**src/rtl/uart_pkg.sv**
```systemverilog
// uart_pkg: shared UART types, constants and baud divider helper (used by uart_rx and the transmitter)
package uart_pkg;
   typedef enum logic [2:0] {IDLE, START, DATA, STOP, WAIT_IDLE} uart_rx_state_t;
   localparam int UART_DATA_BITS = 8;
   function automatic int baud_div(input int clk_freq, input int baud, input int os);
      int d;
      d = (clk_freq + (baud * os) / 2) / (baud * os);
      return (d < 1) ? 1 : d;
   endfunction
endpackage

```
**src/rtl/sync_fifo.sv**
```systemverilog
// sync_fifo: single-clock show-ahead FIFO
//  clk, rst         clock, synchronous active-high reset (flushes pointers)
//  wr_en_i/wr_data_i write request and data; accepted when not full or when popping in the same cycle
//  rd_en_i          pop head; ignored while empty (a write to an empty FIFO wins)
//  rd_data_o        head entry, forced to 0 while empty
//  empty_o/full_o   occupancy flags
module sync_fifo #(
   parameter int WIDTH     = 8,
   parameter int ADDR_BITS = 4
) (
   input  logic             clk,
   input  logic             rst,
   input  logic             wr_en_i,
   input  logic [WIDTH-1:0] wr_data_i,
   input  logic             rd_en_i,
   output logic [WIDTH-1:0] rd_data_o,
   output logic             empty_o,
   output logic             full_o
);
   logic [WIDTH-1:0]   mem_q [2**ADDR_BITS];
   logic [ADDR_BITS:0] wr_ptr_q, rd_ptr_q;
   logic               do_wr, do_rd;
   always_comb begin
      empty_o   = wr_ptr_q == rd_ptr_q;
      full_o    = (wr_ptr_q[ADDR_BITS] != rd_ptr_q[ADDR_BITS]) &&
                  (wr_ptr_q[ADDR_BITS-1:0] == rd_ptr_q[ADDR_BITS-1:0]);
      do_rd     = rd_en_i && !empty_o;
      do_wr     = wr_en_i && (!full_o || rd_en_i);
      rd_data_o = empty_o ? '0 : mem_q[rd_ptr_q[ADDR_BITS-1:0]];
   end
   always_ff @(posedge clk) begin
      if (rst) begin
         wr_ptr_q <= '0;
         rd_ptr_q <= '0;
      end else begin
         wr_ptr_q <= wr_ptr_q + {{ADDR_BITS{1'b0}}, do_wr};
         rd_ptr_q <= rd_ptr_q + {{ADDR_BITS{1'b0}}, do_rd};
      end
   end
   always_ff @(posedge clk)
      if (do_wr) mem_q[wr_ptr_q[ADDR_BITS-1:0]] <= wr_data_i;
endmodule

```
**src/rtl/uart_rx.sv**
```systemverilog
// uart_rx: 8N1 UART receiver with 16x oversampling, mid-bit sampling and a show-ahead byte FIFO
//  clk, rst      clock, synchronous active-high reset
//  rx_i          asynchronous serial line, idles high
//  rd_en_i       pop the head byte (ignored while empty)
//  data_o        FIFO head byte, 0 while empty
//  fifo_empty_o  FIFO empty
//  fifo_full_o   FIFO full
//  frame_err_o   1-cycle pulse: stop bit sampled low
//  overrun_o     1-cycle pulse: good byte dropped because the FIFO was full
module uart_rx
   import uart_pkg::*;
#(
   parameter int CLK_FREQ       = 125_000_000,
   parameter int BAUD           = 115_200,
   parameter int OVERSAMPLE     = 16,
   parameter int FIFO_ADDR_BITS = 4
) (
   input  logic       clk,
   input  logic       rst,
   input  logic       rx_i,
   input  logic       rd_en_i,
   output logic [7:0] data_o,
   output logic       fifo_empty_o,
   output logic       fifo_full_o,
   output logic       frame_err_o,
   output logic       overrun_o
);
   localparam int DIV = baud_div(CLK_FREQ, BAUD, OVERSAMPLE);
   localparam int DW  = (DIV > 1) ? $clog2(DIV) : 1;
   localparam int TW  = $clog2(OVERSAMPLE);
   uart_rx_state_t          state_q, state_d;
   logic                    rx_meta_q, rx_s_q;
   logic [DW-1:0]           div_q;
   logic [TW-1:0]           tick_q, tick_d;
   logic [2:0]              idx_q, idx_d;
   logic [UART_DATA_BITS-1:0] shift_q, shift_d;
   logic                    wr_q, wr_d, ferr_q, ferr_d, ovr_q;
   logic                    tick, div_clr, half, last, full;
   assign tick    = div_q == DW'(DIV - 1);
   // Restart the divider on the start edge so sample points are measured from it
   assign div_clr = (state_q == IDLE) && !rx_s_q;
   assign half    = tick_q == TW'(OVERSAMPLE / 2 - 1);
   assign last    = tick_q == TW'(OVERSAMPLE - 1);
   always_comb begin
      state_d = state_q;
      tick_d  = tick_q;
      idx_d   = idx_q;
      shift_d = shift_q;
      wr_d    = 1'b0;
      ferr_d  = 1'b0;
      case (state_q)
         IDLE: begin
            tick_d  = '0;
            state_d = rx_s_q ? IDLE : START;
         end
         START: if (tick) begin
            tick_d  = half ? '0 : tick_q + 1'b1;
            idx_d   = half ? 3'd0 : idx_q;
            state_d = !half ? START : rx_s_q ? IDLE : DATA;
         end
         DATA: if (tick) begin
            tick_d = last ? '0 : tick_q + 1'b1;
            if (last) begin
               // Shift in from the top so the first (LSB) bit ends up at bit 0
               shift_d = {rx_s_q, shift_q[UART_DATA_BITS-1:1]};
               idx_d   = idx_q + 1'b1;
               state_d = (idx_q == 3'(UART_DATA_BITS - 1)) ? STOP : DATA;
            end
         end
         STOP: if (tick) begin
            tick_d  = last ? '0 : tick_q + 1'b1;
            wr_d    = last && rx_s_q;
            ferr_d  = last && !rx_s_q;
            state_d = !last ? STOP : rx_s_q ? IDLE : WAIT_IDLE;
         end
         WAIT_IDLE: state_d = rx_s_q ? IDLE : WAIT_IDLE;
         default:   state_d = IDLE;
      endcase
   end
   always_ff @(posedge clk) begin
      if (rst) begin
         rx_meta_q <= 1'b1;
         rx_s_q    <= 1'b1;
         div_q     <= '0;
         state_q   <= IDLE;
         tick_q    <= '0;
         idx_q     <= '0;
         shift_q   <= '0;
         wr_q      <= 1'b0;
         ferr_q    <= 1'b0;
         ovr_q     <= 1'b0;
      end else begin
         rx_meta_q <= rx_i;
         rx_s_q    <= rx_meta_q;
         div_q     <= (div_clr || tick) ? '0 : div_q + 1'b1;
         state_q   <= state_d;
         tick_q    <= tick_d;
         idx_q     <= idx_d;
         shift_q   <= shift_d;
         wr_q      <= wr_d;
         ferr_q    <= ferr_d;
         ovr_q     <= wr_q && full && !rd_en_i;
      end
   end
   sync_fifo #(.WIDTH(UART_DATA_BITS), .ADDR_BITS(FIFO_ADDR_BITS)) u_fifo (
      .clk       (clk),
      .rst       (rst),
      .wr_en_i   (wr_q),
      .wr_data_i (shift_q),
      .rd_en_i   (rd_en_i),
      .rd_data_o (data_o),
      .empty_o   (fifo_empty_o),
      .full_o    (full)
   );
   assign fifo_full_o = full;
   assign frame_err_o = ferr_q;
   assign overrun_o   = ovr_q;
endmodule
```
**config.mk**
```make
export PLATFORM = sky130hd
export DESIGN_NAME = uart_rx
export DESIGN_NICKNAME = d
export VERILOG_FILES = /design/src/rtl/uart_pkg.sv /design/src/rtl/sync_fifo.sv /design/src/rtl/uart_rx.sv
export SDC_FILE = /design/constraint.sdc
export NUM_CORES = 1
export LEC_CHECK = 0
export CAP_MARGIN = 15
export CORE_UTILIZATION = 55
export CTS_CLUSTER_SIZE = 24
export DETAILED_ROUTE_END_ITERATION = 16
export PLACE_DENSITY = 0.86
export SYNTH_ARGS = -nofsm -noshare
export SYNTH_HDL_FRONTEND = slang
export SYNTH_HIERARCHICAL = 1
export SYNTH_SLANG_ARGS = --single-unit
```
**constraint.sdc**
```tcl
create_clock -name clk -period 2.1 [get_ports clk]
set_input_delay 0.63 -clock clk [delete_from_list [all_inputs] [get_ports clk]]
set_output_delay 0.63 -clock clk [all_outputs]
set_load 0.005 [all_outputs]
```
==> flow_metrics.tcl <==
set metrics [dict create \
    dieArea_mm2 0.01315 \
    max_freq_mhz 366.1 \
    synth_edf_count 128 \
    syn_inst 437 \
    ctsHoldBuffers 0 \
    drive_above_1_share 0.3981 \
    clk_path_buf_depth 2 \
    fin_crit_ps 2731 \
    vias 4344 \
    slowest_stage "mux4_2" \
    ys_warn_count 6 \
    setup_ws_ps -631.4 \
    finClkSkew_ps 12.17 \
    viasPerCell 6.268 \
    tightestPinTransition_ps 743.9 \
    clk_pin_slew_ps 70 \
    first_global_vias 4538 \
    nets 524 \
    grtUsageTotal 0.2883 \
    synth-simple-area-share 0.07899 \
    setup_viol 147 \
    avgSynthCellArea_um2 15.99 \
    drt_iter0_drc 429 \
    fin_hold_ws_ps 418.4 \
    placed_area_mm2 0.007612 \
    dp_hpwl_mm 8.790 \
    grt_pass1_wl_mm 26.36 \
    grt_max_degree 19 \
    gp_congestion 0.8881 \
    mappedNetlistNets 449 \
    cts-root-buf "clkbuf_16" \
    outcome "finished, violations left" \
    worstSetupEndpointType "output pin" \
    setup-tns-final_ps -36250 \
    async_reset_ff_frac 0 \
    final-hold-violation-count 0 \
    core_region_area_mm2 0.01221 \
    maxCapViolCount 0 \
    crit_arrival_ps 2100 \
    clock-sinks 168 \
    cp-start-kind "register" \
    yosysSeqAreaShare 0.6649 \
    crit_required_ps 1470 \
    io_buffers 15 \
    grt_antenna_before_repair 0 \
    path_class "register to output pin" \
    fin_crit_sh 1.301 \
    rows 40 \
    synth_top_family_by_area "multiplexers" \
    rsz0062_at_grt "yes" \
    syn2layout_area_growth_pct 28.26 \
    synth_cell_types 51 \
    slew_viol_final 0 \
    vdd_drop_max_mv 0.5093 \
    path_max_fanout 5 \
    grt-ovfl-total 0 \
    hp-class "register to register" \
    synth-adder-area-share 0.01433 \
    synth_area_leader_cell "edfxtp_1" \
    wl_per_cell_um 25.32 \
    preCtsSetupSlack_ps -510.0 \
    clk_latency_ps 430 \
    htreeDepth 4 \
    max_stage_delay_ps 540 \
    crit_path_cell_trace "buf_12, buf_12, mux4_2, a22oi_2, a22oi_2, buf_2" \
    synth_top_area_share 0.5502 \
    cts_buffers 17 \
    synth-xor-area-share 0.02257 \
    synth_common_cells "edfxtp_1 (128), dfxtp_1 (40), mux4_2 (30), nor2_1 (30), a22oi_1 (24)" \
    fin_area_mm2 0.008960 \
    relSlewSlack 0.5034 \
    die-height_um 114.7 \
    cts_tree "yes" \
    power_density_mw_per_mm2 773.5 \
    antenna_cells 0 \
    drc 0 \
    io_pins 16 \
    dieWidth_um 114.7 \
    wl_mm 17.55 \
    synth_ff_type "edfxtp_1" \
    netlist_top_cells_area "edfxtp_1 (55%), dfxtp_1 (11%), mux4_2 (9.7%)" \
    ant_nets 0 \
    synth_area_mm2 0.006985 \
    initial_utilization 0.5720 \
    failed_checks "negative setup slack" \
    synth_seq_cells 168 \
    p_leak_nw 3.073 \
    synth_most_common_cell "edfxtp_1" \
    synthMuxAreaShare 0.1188 \
    dr.pass1.iters 5 \
    synth_compound_area_frac 0.06896 \
]
[placed cells by master (no fill, tap or decap), types with 5 or more instances in the layout]
cell type / Yosys / final
buf_4: 3 / 32
buf_6: 3 / 24
nand2_1: 17 / 17
mux4_2: 30 / 32
nand3_1: 13 / 9
a22oi_2: 0 / 21
buf_2: 8 / 8
nor2b_1: 12 / 10
a311oi_4: 0 / 8
buf_12: 0 / 9
a311oi_2: 0 / 8
mux2i_1: 9 / 9
xor2_1: 12 / 11
nor2_1: 30 / 30
dfxtp_1: 40 / 37
nor3_1: 5 / 5
clkdlybuf4s50_1: 0 / 5
clkbuf_16: 0 / 17
edfxtp_1: 128 / 128
[critical path, delay by kind of cell, from the launching register on]
family	cells	cell delay (ps)
AOI/OAI and AO/OA	2	310
buffers and inverters	3	390
DFF	1	420
muxes	1	540
[registers in the layout (all words and copies together), names as in the netlist]
| signal | flops |
|---|---|
| u_fifo/wr_ptr_q | 5 |
| frame_err_o | 1 |
| overrun_o | 1 |
| shift_q | 8 |
| rx_s_q | 1 |
| u_fifo/mem_q | 128 |
| idx_q | 3 |
| div_q | 7 |
| tick_q | 4 |
| wr_q | 1 |
| u_fifo/rd_ptr_q | 5 |
| state_q | 3 |
| rx_meta_q | 1 |
[worst paths after layout]
kind | start | to | slack, ps | cells past startpoint
max reg2reg | u_fifo/rd_ptr_q[0] | u_fifo/rd_ptr_q[4] | -340 | 14
max | u_fifo/rd_ptr_q[0] | data_o[2] | -630 | 6
min reg2reg | rx_meta_q | rx_s_q | 420 | 1
min | rx_meta_q | rx_s_q | 420 | 1
[layout make-up]
class	count	area [µm²]
multi-input cells	233	2532
repair buffers	86	955.9
clock buffers	19	442.9
clock inverters	13	145.1
fillers	714	3252
flip-flops and latches	168	4651
inverters	6	22.52
well taps	168	210.2
[layer usage]
layer / vias to the layer above / share of wire / GRT usage
met1: 2208 / 0.36 / 0.3354
met2: 210 / 0.53 / 0.5063
met5: - / 0 / 0
li1: 1876 / - / -
met4: 0 / 0.035 / 0.1290
met3: 50 / 0.073 / 0.07094
[repair_timing]
action / CTS / global route
setup buffers: 15 / 3
pin swaps: 42 / 11
resized for setup: 128 / 24
endpoints found under the setup margin: 45 / 148
cloned: 5 / 0
[per-stage QoR]
stage          utilization  power (mW)  instances
2_1_floorplan            -       3.867        437
3_3_place_gp        0.6234       3.886        641
3_5_place_dp        0.6234       3.899        641
4_1_cts             0.7245       6.912        693
5_1_grt             0.7337       7.118        693
6_report            0.7337       6.930        693
[power by group]
group | total [mW] | internal [mW] | leakage [nW] | switching, mW
Combinational | 0.237 | 0.105 | 1.28 | 0.132
Sequential | 3.61 | 3.55 | 1.51 | 0.0521
Clock | 3.09 | 1.79 | 0.282 | 1.29
[kinds of logic (layout without fill, tap and decap cells)]
| group | after synthesis | count (layout) |
|---|---|---|
| flip-flops | 168 | 168 |
| AND/OR/NAND/NOR | 104 | 104 |
| AO/OA/AOI/OAI | 61 | 61 |
| multiplexers | 42 | 42 |
| buffers and inverters | 36 | 124 |
| XOR/XNOR | 18 | 18 |
| adder cells (fa/ha/maj) | 8 | 8 |
Note: power is estimated with default switching activity, not from simulation.
